<file path="src/rtl/uart_rx.sv">
// UART receiver: 8N1-style frames (DATA_BITS data bits, one stop bit) sampled
// with OVERSAMPLE ticks per bit, all derived from the system clock.
module uart_rx #(
  parameter int SYSTEM_CLK_FREQ = 125_000_000,
  parameter int BAUD_RATE       = 9600,
  parameter int OVERSAMPLE      = 16,
  parameter int DATA_BITS       = 8
) (
  input  logic                 clk,
  input  logic                 rst,
  input  logic                 rx,
  output logic [DATA_BITS-1:0] data_out,
  output logic                 data_valid,
  output logic                 frame_error,
  output logic                 busy
);

  localparam int CLKS_PER_TICK = SYSTEM_CLK_FREQ / (BAUD_RATE * OVERSAMPLE);
  localparam int TICK_W        = (CLKS_PER_TICK > 1) ? $clog2(CLKS_PER_TICK) : 1;
  localparam int SAMP_W        = $clog2(OVERSAMPLE);
  localparam int BIT_W         = $clog2(DATA_BITS);

  localparam logic [TICK_W-1:0] TICK_LAST = TICK_W'(CLKS_PER_TICK - 1);
  localparam logic [SAMP_W-1:0] HALF_LAST = SAMP_W'(OVERSAMPLE / 2 - 1);
  localparam logic [SAMP_W-1:0] FULL_LAST = SAMP_W'(OVERSAMPLE - 1);
  localparam logic [BIT_W-1:0]  BIT_LAST  = BIT_W'(DATA_BITS - 1);

  typedef enum logic [2:0] {
    S_IDLE,
    S_START,
    S_DATA,
    S_STOP,
    S_WAIT_IDLE
  } state_e;

  state_e               state_q, state_d;
  logic                 rx_meta_q, rx_s_q;
  logic [TICK_W-1:0]    tick_cnt_q, tick_cnt_d;
  logic [SAMP_W-1:0]    samp_cnt_q, samp_cnt_d;
  logic [BIT_W-1:0]     bit_idx_q, bit_idx_d;
  logic [DATA_BITS-1:0] shift_q, shift_d;
  logic [DATA_BITS-1:0] data_q, data_d;
  logic                 valid_q, valid_d;
  logic                 ferr_q, ferr_d;
  logic                 tick;

  // Two-flop synchroniser bringing the asynchronous rx pin into the clk domain.
  always_ff @(posedge clk) begin
    // NOTE: sequential state uses non-blocking assignments so every flop samples
    // the pre-edge value of its neighbours; blocking here would collapse the
    // two synchroniser stages into one.
    if (rst) begin
      rx_meta_q <= 1'b1;
      rx_s_q    <= 1'b1;
    end else begin
      rx_meta_q <= rx;
      rx_s_q    <= rx_meta_q;
    end
  end

  // The prescaler wraps once per oversample tick.
  assign tick = (tick_cnt_q == TICK_LAST);

  // State and datapath registers.
  always_ff @(posedge clk) begin
    if (rst) begin
      state_q    <= S_IDLE;
      tick_cnt_q <= '0;
      samp_cnt_q <= '0;
      bit_idx_q  <= '0;
      shift_q    <= '0;
      data_q     <= '0;
      valid_q    <= 1'b0;
      ferr_q     <= 1'b0;
    end else begin
      state_q    <= state_d;
      tick_cnt_q <= tick_cnt_d;
      samp_cnt_q <= samp_cnt_d;
      bit_idx_q  <= bit_idx_d;
      shift_q    <= shift_d;
      data_q     <= data_d;
      valid_q    <= valid_d;
      ferr_q     <= ferr_d;
    end
  end

  // Next-state logic: start qualification, data shifting and stop-bit check.
  always_comb begin
    // NOTE: every signal written below gets a default first, so no path through
    // the case statement can leave one unassigned and infer a latch.
    state_d    = state_q;
    tick_cnt_d = tick ? '0 : tick_cnt_q + TICK_W'(1);
    samp_cnt_d = samp_cnt_q;
    bit_idx_d  = bit_idx_q;
    shift_d    = shift_q;
    data_d     = data_q;
    valid_d    = 1'b0;
    ferr_d     = 1'b0;

    unique case (state_q)
      S_IDLE: begin
        // Hold the prescaler at zero so the first tick lands a fixed
        // distance from the detected start edge.
        tick_cnt_d = '0;
        samp_cnt_d = '0;
        bit_idx_d  = '0;
        if (!rx_s_q) state_d = S_START;
      end

      S_START: begin
        if (tick) begin
          if (samp_cnt_q == HALF_LAST) begin
            samp_cnt_d = '0;
            // A line that is high again at mid-bit was only a glitch.
            state_d    = rx_s_q ? S_IDLE : S_DATA;
          end else begin
            samp_cnt_d = samp_cnt_q + SAMP_W'(1);
          end
        end
      end

      S_DATA: begin
        if (tick) begin
          if (samp_cnt_q == FULL_LAST) begin
            samp_cnt_d = '0;
            shift_d    = {rx_s_q, shift_q[DATA_BITS-1:1]};
            if (bit_idx_q == BIT_LAST) begin
              state_d = S_STOP;
            end else begin
              bit_idx_d = bit_idx_q + BIT_W'(1);
            end
          end else begin
            samp_cnt_d = samp_cnt_q + SAMP_W'(1);
          end
        end
      end

      S_STOP: begin
        if (tick) begin
          if (samp_cnt_q == FULL_LAST) begin
            samp_cnt_d = '0;
            if (rx_s_q) begin
              data_d  = shift_q;
              valid_d = 1'b1;
              state_d = S_IDLE;
            end else begin
              ferr_d  = 1'b1;
              state_d = S_WAIT_IDLE;
            end
          end else begin
            samp_cnt_d = samp_cnt_q + SAMP_W'(1);
          end
        end
      end

      S_WAIT_IDLE: begin
        // A stuck-low line must return high before a new start is accepted.
        if (rx_s_q) state_d = S_IDLE;
      end

      default: state_d = S_IDLE;
    endcase
  end

  assign data_out    = data_q;
  assign data_valid  = valid_q;
  assign frame_error = ferr_q;
  assign busy        = (state_q != S_IDLE);

endmodule

</file>
<file path="config.mk">
export PLATFORM = sky130hd
export DESIGN_NAME = uart_rx
export DESIGN_NICKNAME = d
export VERILOG_FILES = /design/src/rtl/uart_rx.sv
export SDC_FILE = /design/constraint.sdc
export NUM_CORES = 1
export LEC_CHECK = 0
export ABC_AREA = 1
export CORE_MARGIN = 2
export CORE_UTILIZATION = 30
export DETAILED_ROUTE_END_ITERATION = 7
export SYNTH_ARGS = -nofsm -noshare
export SYNTH_HDL_FRONTEND = slang
export SYNTH_SLANG_ARGS = --single-unit
</file>
<file path="constraint.sdc">
create_clock -name clk -period 3.9 [get_ports clk]
set_input_delay 1.17 -clock clk [delete_from_list [all_inputs] [get_ports clk]]
set_output_delay 1.17 -clock clk [all_outputs]
set_load 0.05 [all_outputs]
</file>
==> impl_metrics.env <==
export IMPL_yosys_top_cells_count="73 x nand2_1, 57 x nor2_1, 47 x inv_1"
export IMPL_rows=29
export IMPL_startpoint_type="flip-flop"
export IMPL_grt_pass1_wl_mm=6.603
export IMPL_ios=14
export IMPL_hold_viol=0
export IMPL_final_util_pct=35.83
export IMPL_async_reset_ff_share_pct=0
export IMPL_dieWidth_um=83.75
export IMPL_grt_ovfl_total=0
export IMPL_maxSlewHeadroom_pct=53.91
export IMPL_cts_setup_buffers=0
export IMPL_tns_ps=0
export IMPL_endpoint_kind="output port"
export IMPL_cts_sinks=40
export IMPL_dpl_hpwl_mm=2.776
export IMPL_synth_top_area_share_pct=41.97
export IMPL_syn_avg_cell_area_um2=6.672
export IMPL_synth_seq_cells=40
export IMPL_ant_nets=0
export IMPL_min_path_cells=1
export IMPL_path_class="reg -> out"
export IMPL_cts_clk_slew_worst_paths_ps=80
export IMPL_io_buffers=13
export IMPL_yosysTopAreaCell="dfxtp_1"
export IMPL_finClkSkew_ps=7.661
export IMPL_clk_latency_ps=290
export IMPL_synth_top_flop_cell="dfxtp_1"
export IMPL_ctsResizeCount=0
export IMPL_gp_congestion=0.8560
export IMPL_drt_wirelength_per_cell_um=9.818
export IMPL_reg2reg_slack_ps=2130
export IMPL_ys_seq_area_share_pct=41.97
export IMPL_post_synth_top_count_cell="nand2_1"
export IMPL_antennaDiodeCount=0
export IMPL_run_status="finished, final reports clean"
export IMPL_core_um2=6241
export IMPL_postRouteWirelength_mm=3.731
export IMPL_syn_area_um2=1908
export IMPL_yosysUniqueCellTypes=24
export IMPL_grt_pass1_vias=1522
export IMPL_hp_class="reg -> reg"
export IMPL_ir_worst_vdd_v=0.0001700
export IMPL_yosysWarnings=0
export IMPL_crit_path_max_fanout=5
export IMPL_cp_startpoint="state_q[0]"
export IMPL_rsz0062_at_grt="no"
export IMPL_crit_family="buffers and inverters"
export IMPL_first_pass_iters=4
export IMPL_crit_slowest_cell="clkdlybuf4s50_1"
export IMPL_drtIter0Drc=90
export IMPL_fin_nets=310
export IMPL_rr_startpoint="tick_cnt_q[0]"
export IMPL_tightest_slew_ps=690.6
export IMPL_stdcell_count=380
export IMPL_die_y_um=83.75
export IMPL_drc=0
export IMPL_ctsHoldBuffers=0
export IMPL_netlist_instances=286
export IMPL_crit_required_ps=2730
export IMPL_holdPathEnd="rx_s_q"
export IMPL_vias=1666
export IMPL_min_from="rx_meta_q"
export IMPL_post_route_period_util_pct=76.76
export IMPL_post_route_min_period_ps=2994
export IMPL_setup_viol=0
export IMPL_synthTopCellsByArea="dfxtp_1 42%, nand2_1 14%, nor2_1 11%"
export IMPL_p_leak_nw=1.064
export IMPL_finalMaxSlewViolations=0
export IMPL_h_tree_depth=2
export IMPL_crit_path_max_incr_delay_ps=690
export IMPL_cts_tree="built"
export IMPL_timing_fmax_mhz=334.1
export IMPL_power_mw=1.035
export IMPL_drive_above_1_share_pct=5.611
export IMPL_via_per_inst=4.384
export IMPL_grt_max_degree=24
export IMPL_area_growth_syn_to_layout_pct=17.18
export IMPL_cp_arrival_ps=1820
export IMPL_maxCapViolations=0
export IMPL_dp_cells=372
export IMPL_reg2reg_to="data_out[1]"
export IMPL_r2r_cells=9
export IMPL_cts_buffers=5
export IMPL_antenna_found_initial=0
export IMPL_power_density_nw_per_um2=462.9
export IMPL_synth_nets=294
export IMPL_cts_buffer_depth=2
export IMPL_initial_core_util_pct=30.57
export IMPL_crit_chain="nor2_1 > inv_1 > nor2_1 > inv_1 > clkdlybuf4s50_1"
export IMPL_grt_util_all_layers_pct=11.39
export IMPL_synth_edf_count=0
export IMPL_crit_buf_inv=3
export IMPL_cts_root_buf="clkbuf_8"
export IMPL_die_area_um2=7014
-- logic make-up after synthesis --
kind of cell               count (synthesis)  share of synthesized area [%]
AOI/OAI and AO/OA                         17                          4.590
and+or+nand+nor                          171                          38.69
adders and majority gates                  5                          3.279
DFF                                       40                          41.97
xor gates and xnor gates                   2                         0.9182
buffers and inverters                     51                          10.56
-- layout make-up --
cell class | instances | area (um2)
Tap cell | 77 | 96.34
Timing Repair Buffer | 13 | 130.1
Multi-Input combinational cell | 195 | 905.9
Fill cell | 678 | 4005
Clock inverter | 1 | 30.03
Sequential cell | 40 | 800.8
Inverter | 47 | 176.4
Clock buffer | 7 | 96.34
-- where the power goes --
group | internal [mW] | switching [mW]
clock network | 0.226 | 0.142
logic | 0.0661 | 0.156
registers | 0.426 | 0.0184
total | 0.718 | 0.316
-- routing by layer --
layer	wire length [um]	global-route usage, %
met1	1878	14.48
met2	1734	18.91
met3	82	2.374
met4	35	4.399
met5	0	0
-- cells in the final DEF (no fill, tap or decap), drive strengths merged --
cell,netlist,final
o21ai,2,2
nand4,4,4
inv,47,47
bufinv,0,1
nor3b,3,3
nand2,74,74
clkbuf,1,7
xor2,1,1
clkdlybuf4s50,0,13
nor3,8,8
ha,5,5
nor2,59,59
a21oi,13,13
dfxtp,40,40
o22ai,1,1
xnor2,1,1
nand3,20,20
or2,3,3
a31oi,1,1
-- through the flow --
step                setup slack, ps  instance area, um2  hold slack (ps)
CTS                           900.4                2236            417.9
detailed placement             1094                2110            399.7
global placement               1176                2110            392.1
global route                  822.2                2236            446.0
floorplan                      1880                1908            389.5
finish                        906.5                2236            413.3
-- flip-flops by register name, summed over array words and instances, names as in the netlist --
register     count
data_out         8
samp_cnt_q       4
tick_cnt_q      10
frame_error      1
data_valid       1
rx_s_q           1
rx_meta_q        1
shift_q          8
bit_idx_q        3
state_q          3
-- worst max path at each step --
stage                        endpoint  slack, ps  cells past startpoint
after floorplan                  busy       1880                      4
after global placement    frame_error       1180                      4
after detailed placement  frame_error       1090                      4
after CTS                        busy        900                      5
after global routing             busy        820                      5
final                            busy        910                      5
No activity file was read; power rests on OpenSTA's default activity.
